$ cat config.mk
export PLATFORM = sky130hd
export DESIGN_NAME = ptw_walker
export DESIGN_NICKNAME = d
export VERILOG_FILES = /design/src/rtl/ptw_walker_pkg.sv /design/src/rtl/ptw_walker_pte_decode.sv /design/src/rtl/ptw_walker.sv
export SDC_FILE = /design/constraint.sdc
export NUM_CORES = 1
export LEC_CHECK = 0
export ABC_AREA = 0
export CAP_MARGIN = 30
export CELL_PAD_IN_SITES_DETAIL_PLACEMENT = 1
export CELL_PAD_IN_SITES_GLOBAL_PLACEMENT = 2
export CORE_UTILIZATION = 26
export CTS_CLUSTER_DIAMETER = 40
export CTS_CLUSTER_SIZE = 14
export DETAILED_ROUTE_END_ITERATION = 16
export GPL_TIMING_DRIVEN = 0
export PLACE_DENSITY = 0.92
export REMOVE_ABC_BUFFERS = 1
export SYNTH_ARGS = -nofsm -noshare
export SYNTH_HDL_FRONTEND = slang
export SYNTH_SLANG_ARGS = --single-unit
$ cat constraint.sdc
create_clock -name clk -period 3.31 [get_ports clk]
set_input_delay 0.662 -clock clk [delete_from_list [all_inputs] [get_ports clk]]
set_output_delay 0.662 -clock clk [all_outputs]
set_load 0.01 [all_outputs]
$ cat src/rtl/ptw_walker_pkg.sv
// Shared definitions for the Sv32 page-table walker.
// Contents: walker FSM state encodings, PTE bit indices and fault codes.
// The state names carry a PTW_ prefix so they cannot collide with the
// TLB controller's own state enum when both packages are imported.
package ptw_walker_pkg;

    // Sv32 PTE flag bit positions
    localparam int PTE_V = 0;
    localparam int PTE_R = 1;
    localparam int PTE_W = 2;
    localparam int PTE_X = 3;
    localparam int PTE_U = 4;
    localparam int PTE_G = 5;
    localparam int PTE_A = 6;
    localparam int PTE_D = 7;

    // Fault codes returned on ptw_resp_fault_o
    localparam logic [1:0] FAULT_NONE     = 2'd0;
    localparam logic [1:0] FAULT_INVALID  = 2'd1;
    localparam logic [1:0] FAULT_MISALIGN = 2'd2;
    localparam logic [1:0] FAULT_TIMEOUT  = 2'd3;

    typedef enum logic [2:0] {
        PTW_IDLE    = 3'd0,
        PTW_L1_REQ  = 3'd1,
        PTW_L1_WAIT = 3'd2,
        PTW_L0_REQ  = 3'd3,
        PTW_L0_WAIT = 3'd4,
        PTW_RESP    = 3'd5
    } ptw_state_e;

endpackage

$ cat src/rtl/ptw_walker_pte_decode.sv
// Combinational Sv32 PTE classifier.
// Ports:
//   pte_i           PTE word returned by memory
//   level_i         1 = PTE came from the root (level-1) table
//   vpn0_i          low VPN field, merged into a superpage PPN
//   is_invalid_o    V=0, or the reserved R=0/W=1 encoding
//   is_leaf_o       R or X set
//   is_misaligned_o level-1 leaf whose PPN[0] field is nonzero
//   ppn_o           leaf PPN (superpage form when level_i=1)
module ptw_pte_decode
    import ptw_walker_pkg::*;
(
    input  logic [31:0] pte_i,
    input  logic        level_i,
    input  logic [9:0]  vpn0_i,
    output logic        is_invalid_o,
    output logic        is_leaf_o,
    output logic        is_misaligned_o,
    output logic [21:0] ppn_o
);

    // RSW bits carry no meaning for translation
    logic unused_rsw;
    assign unused_rsw = ^pte_i[9:8];

    assign is_invalid_o    = !pte_i[PTE_V] || (!pte_i[PTE_R] && pte_i[PTE_W]);
    assign is_leaf_o       = pte_i[PTE_R] || pte_i[PTE_X];
    assign is_misaligned_o = level_i && is_leaf_o && (pte_i[19:10] != 10'd0);
    // A 4 MiB superpage takes its low PPN field from the virtual address
    assign ppn_o           = level_i ? {pte_i[31:20], vpn0_i} : pte_i[31:10];

endmodule

$ cat src/rtl/ptw_walker.sv
// Sv32 two-level page-table walker, responder side of the TLB PTW port.
// Ports:
//   clk, rst                       clock, synchronous active-high reset
//   satp_ppn_i                     root table PPN, sampled at request accept
//   ptw_req_valid_i/ready_o/vpn_i  walk request from the TLB
//   ptw_resp_*                     walk result (ppn, perm, level, fault)
//   mem_req_valid_o/ready_i/addr_o single-outstanding PTE read request
//   mem_resp_valid_i/data_i        PTE read data (always consumed in WAIT)
// Every output is a register or a decode of the state register.
module ptw_walker
    import ptw_walker_pkg::*;
#(
    parameter int TIMEOUT_CYCLES = 256,
    parameter int TMR_W          = 9
) (
    input  logic        clk,
    input  logic        rst,
    input  logic [21:0] satp_ppn_i,
    input  logic        ptw_req_valid_i,
    output logic        ptw_req_ready_o,
    input  logic [19:0] ptw_req_vpn_i,
    output logic        ptw_resp_valid_o,
    input  logic        ptw_resp_ready_i,
    output logic [21:0] ptw_resp_ppn_o,
    output logic [7:0]  ptw_resp_perm_o,
    output logic        ptw_resp_level_o,
    output logic [1:0]  ptw_resp_fault_o,
    output logic        mem_req_valid_o,
    input  logic        mem_req_ready_i,
    output logic [33:0] mem_req_addr_o,
    input  logic        mem_resp_valid_i,
    input  logic [31:0] mem_resp_data_i
);

    localparam logic [TMR_W-1:0] TMR_LAST = TMR_W'(TIMEOUT_CYCLES - 1);

    ptw_state_e        state_q, state_d;
    logic [9:0]        vpn0_q, vpn0_d;
    logic [33:0]       addr_q, addr_d;
    logic [21:0]       ppn_q, ppn_d;
    logic [7:0]        perm_q, perm_d;
    logic              level_q, level_d;
    logic [1:0]        fault_q, fault_d;
    logic [TMR_W-1:0]  timer_q, timer_d;

    logic              dec_invalid, dec_leaf, dec_misaligned;
    logic [21:0]       dec_ppn;

    ptw_pte_decode u_decode (
        .pte_i           (mem_resp_data_i),
        .level_i         (state_q == PTW_L1_WAIT),
        .vpn0_i          (vpn0_q),
        .is_invalid_o    (dec_invalid),
        .is_leaf_o       (dec_leaf),
        .is_misaligned_o (dec_misaligned),
        .ppn_o           (dec_ppn)
    );

    // State and datapath registers
    always_ff @(posedge clk) begin
        if (rst) begin
            state_q <= PTW_IDLE;
            vpn0_q  <= '0;
            addr_q  <= '0;
            ppn_q   <= '0;
            perm_q  <= '0;
            level_q <= 1'b0;
            fault_q <= FAULT_NONE;
            timer_q <= '0;
        end else begin
            state_q <= state_d;
            vpn0_q  <= vpn0_d;
            addr_q  <= addr_d;
            ppn_q   <= ppn_d;
            perm_q  <= perm_d;
            level_q <= level_d;
            fault_q <= fault_d;
            timer_q <= timer_d;
        end
    end

    // Next state and datapath
    always_comb begin
        state_d = state_q;
        vpn0_d  = vpn0_q;
        addr_d  = addr_q;
        ppn_d   = ppn_q;
        perm_d  = perm_q;
        level_d = level_q;
        fault_d = fault_q;
        timer_d = timer_q;
        case (state_q)
            PTW_IDLE: begin
                if (ptw_req_valid_i) begin
                    // satp only shapes the root address, so it need not be kept
                    vpn0_d  = ptw_req_vpn_i[9:0];
                    addr_d  = {satp_ppn_i, ptw_req_vpn_i[19:10], 2'b00};
                    state_d = PTW_L1_REQ;
                end
            end
            PTW_L1_REQ, PTW_L0_REQ: begin
                if (mem_req_ready_i) begin
                    timer_d = '0;
                    state_d = (state_q == PTW_L1_REQ) ? PTW_L1_WAIT : PTW_L0_WAIT;
                end
            end
            PTW_L1_WAIT, PTW_L0_WAIT: begin
                // A response arriving on the limit cycle still takes priority
                if (mem_resp_valid_i) begin
                    perm_d  = mem_resp_data_i[7:0];
                    ppn_d   = '0;
                    level_d = 1'b0;
                    state_d = PTW_RESP;
                    if (dec_invalid) begin
                        fault_d = FAULT_INVALID;
                    end else if (dec_leaf) begin
                        if (dec_misaligned) begin
                            fault_d = FAULT_MISALIGN;
                        end else begin
                            fault_d = FAULT_NONE;
                            ppn_d   = dec_ppn;
                            level_d = (state_q == PTW_L1_WAIT);
                        end
                    end else if (state_q == PTW_L1_WAIT) begin
                        addr_d  = {mem_resp_data_i[31:10], vpn0_q, 2'b00};
                        state_d = PTW_L0_REQ;
                    end else begin
                        // Pointer at the last level
                        fault_d = FAULT_INVALID;
                    end
                end else if (timer_q == TMR_LAST) begin
                    fault_d = FAULT_TIMEOUT;
                    ppn_d   = '0;
                    perm_d  = '0;
                    level_d = 1'b0;
                    state_d = PTW_RESP;
                end else begin
                    timer_d = timer_q + TMR_W'(1);
                end
            end
            PTW_RESP: begin
                if (ptw_resp_ready_i) begin
                    state_d = PTW_IDLE;
                end
            end
            default: state_d = PTW_IDLE;
        endcase
    end

    // Outputs
    always_comb begin
        ptw_req_ready_o  = (state_q == PTW_IDLE);
        mem_req_valid_o  = (state_q == PTW_L1_REQ) || (state_q == PTW_L0_REQ);
        ptw_resp_valid_o = (state_q == PTW_RESP);
        mem_req_addr_o   = addr_q;
        ptw_resp_ppn_o   = ppn_q;
        ptw_resp_perm_o  = perm_q;
        ptw_resp_level_o = level_q;
        ptw_resp_fault_o = fault_q;
    end

endmodule
==> results by group, run 1 <==
Status
  • Status: finished clean

Logic synthesis
  • Post-Syn Area per Cell: 8.06 um^2
  • Yosys cell types: 43
  • Syn. warnings: 0
  • Gate Count Post-Synth: 484
  • Yosys reg bits: a little under 90
  • Post-synthesis sequential area ratio: about 45%
  • Synthesized area: 3900 um^2

Die
  • # rows: 44
  • Die area: 15500 um^2
  • Io pins: 150
  • Die width: 125 um
  • Core Region: 14600 um^2
  • Initial Utilization: a little over a quarter
  • Die height: about 120 um

Clock tree
  • H-tree depth: 3
  • Hold_buf cts: 0
  • Max Buffers Root-to-Sink: 2
  • Postcts setup bufs: 0
  • CTS root buf: clkbuf_16
  • Worst-Skew Late Latency: ~340 ps
  • Clock transition at path regs: 60 ps
  • Sinks on Clock Net: 87
  • Total CTS buffers: 9
  • CTS tree: built

Power
  • Leak pwr: between 0.0015 and 0.002 uW
  • Worst vdd ir: 0.344 mV
  • Power Density: 759 nW/um^2
  • Tot Pwr: 4460 uW

Placement
  • I/O Buffers: 145
  • Dpl cell area: 5540 um^2
  • Post-DP HPWL: 9870 um
  • Placed insts: 775
  • Gpl congestion: 0.767

Hold path
  • Worst hold path class: reg2reg

Timing
  • Max Freq: about 0.34 GHz
  • Setup Skew: about 7.4 ps
  • RSZ-0062 raised after global routing: no
  • Setup Viol. Count Final: 0
  • Least-Margin Pin Slew: 994 ps
  • Minimum clock period: 2970 ps
  • Worst slew margin: between 30 and 40%
  • Hold Vio Cnt, Final: 0
  • Ratio of final minimum period to clock period: 89.7%
  • Max Transition Viols Final: 0

Setup path
  • Crit-path max FO: 26
  • Crit path kind: reg2reg
  • Critical path buffers and inverters: 1
  • Max stage delay on crit path: 920 ps
  • Worst setup SP type: flip-flop
  • Worst path arrival time: 3200 ps
  • Crit end category: flip-flop
  • CP Cell Sequence: or3b_1 -> o31ai_4 -> buf_8 -> nor2_1 -> a311oi_1
  • Worst EP required: 3550 ps
  • CP max stage cell: o31ai_4
  • Top delay family on crit path: compound AO/OA/AOI/OAI gates

Drt
  • Routed Antenna Nets: 0
  • Drt drc: 0
  • Pre-antenna DRT Iters: 4
  • Via/cell ratio: 5.16
  • DRT Wirelength: 14200 um
  • DRT iter0 DRCs: 182
  • Vias: 4090
  • DR WL/cell: 17.9 um

Global route
  • Gr usage total: 18.6%
  • Vias in the first global route: around 4300
  • First-pass GRT wire length: 23000 um
  • Largest net degree at the start of global routing: 84
  • Initial antenna violation count: 0
  • Gr ovfl total: 0

Run
  • Max Cap Viol: 0

Layout
  • Share of cells above drive strength 1: 7.07%
  • Layout Nets: 685
  • Antenna Cells: 0
  • Fin area: 5870 um^2
  • Non-Filler Instances: 792
  • Syn-to-layout area delta: 50.5%
[cell usage in the layout (no fill, tap or decap), types with 2 or more instances in the layout]
master,instances
clkdlybuf4s50_1,144
dfxtp_1,86
nand2_1,80
nor2_1,51
a21oi_1,44
a311oi_1,35
o21ai_0,34
nand4_1,23
mux2_2,10
clkbuf_16,9
a22oi_1,8
nand3_1,6
inv_1,5
buf_8,5
nor3_1,4
or3_1,4
o31ai_1,4
or4_1,4
and3_1,3
nor4_1,3
and2_1,3
nand2b_1,2
or2_2,2
nor2b_1,2
a21o_1,2
o21a_1,2
ha_1,2
conb_1,2
bufinv_16,2
buf_4,2
buf_16,2
[report_power, final]
| part | leakage (uW) | internal (uW) | switching, uW |
|---|---|---|---|
| Sequential | 0.000710 | 1260 | 219 |
| Combinational | 0.00108 | 829 | 1030 |
| Clock | 0.000156 | 683 | 432 |
| Total | 0.00194 | 2770 | 1680 |
[state kept, by name (all words and copies together), names as in the netlist]
name	cells
vpn0_q	10
mem_req_addr_o	32
timer_q	9
ptw_resp_perm_o	8
ptw_resp_fault_o	2
ptw_resp_ppn_o	22
ptw_resp_level_o	1
state_q	3
[what timing repair did]
action,4_1_cts,5_1_grt
hold endpoints to repair,0,0
setup endpoints to repair,0,2
resized for setup,0,1
[synthesized netlist by cell type, drive strengths merged]
cell / count / share of area, %
or4b: 1 / 0.26
a21oi: 45 / 5.8
a211o: 1 / 0.22
nor3: 4 / 0.51
o21ai: 34 / 4.4
o32a: 1 / 0.26
o21a: 2 / 0.38
xor2: 1 / 0.22
xnor2: 1 / 0.22
a221oi: 1 / 0.22
and3b: 1 / 0.22
and2: 3 / 0.48
a211oi: 1 / 0.19
dfxtp: 87 / 45
and3: 3 / 0.48
or3: 4 / 0.64
clkbuf: 36 / 3.5
nand4: 23 / 3.7
nand3: 6 / 0.77
or2: 2 / 0.32
a311oi: 35 / 7.9
nor2b: 2 / 0.32
a21o: 2 / 0.38
o31a: 1 / 0.22
a2111o: 1 / 0.29
or3b: 1 / 0.22
nor2: 52 / 5.0
mux2: 10 / 2.9
conb: 1 / 0.096
a31o: 1 / 0.22
nand2b: 2 / 0.32
inv: 5 / 0.48
nor4: 3 / 0.48
a32oi: 1 / 0.22
nand2: 80 / 7.7
buf: 10 / 1.6
or4: 4 / 0.77
ha: 2 / 0.64
clkinv: 1 / 0.096
a22oi: 8 / 1.5
o31ai: 5 / 1.3
[layout make-up]
type                    count  area [um^2]
repair buffers            153         1590
clock buffers              11          243
inverters                   6         22.5
clock inverters             5         81.3
flip-flops and latches     87         1750
well taps                 184          230
multi-input cells         346         1960
fillers                  1693         8720
[worst min-delay path: stages (launching register included)]
cell,delay [ps]
dfxtp_1,310
nand2_1,50
a21oi_1,50
[worst paths after layout]
check	to	slack [ps]	from	cells after the start
worst max-delay path	mem_req_addr_o[26]	340	state_q[1]	5
worst min-delay path	ptw_resp_ppn_o[5]	450	ptw_resp_ppn_o[5]	2
worst max register to register	mem_req_addr_o[26]	340	state_q[1]	5
worst min register to register	ptw_resp_ppn_o[5]	450	ptw_resp_ppn_o[5]	2
[layer usage]
metal	part of all wire [%]	up-vias	track usage (%)
met2	49	107	31.7
met1	46	1981	23.2
met4	1.6	0	6.73
li1	-	1984	-
met5	0	-	0
met3	3.8	18	3.61
[kinds of logic (layout without fill, tap and decap cells)]
| kind of cell | Yosys count | after routing | synth area share (%) |
|---|---|---|---|
| flops | 87 | 87 | 44.6 |
| mux | 10 | 10 | 2.89 |
| buf+inv | 52 | 175 | 5.64 |
| other cells | 1 | 2 | 0.0961 |
| xor+xnor | 2 | 2 | 0.449 |
| fa+ha+maj | 2 | 2 | 0.641 |
| simple gates | 191 | 191 | 22.2 |
| compound gates | 139 | 139 | 23.5 |
[stage by stage]
stage | util (%) | TNS (ps) | hold slack (ps) | setup WS (ps)
global placement | 36.9 | -86300 | 438 | -1950
detailed placement | 38.0 | 0 | 447 | 145
finish | 40.2 | 0 | 453 | 341
CTS | 40.2 | 0 | 456 | 141
global route | 40.2 | 0 | 469 | 100
floorplan | - | 0 | 441 | 390
Power figures use the tool's default switching activity.
==> inputs of run 2 (changes only) <==
- SKIP_LAST_GASP: default -> 1
==> results of run 2 <==
The final DEF is identical to that of run 1; final timing and power are the same.
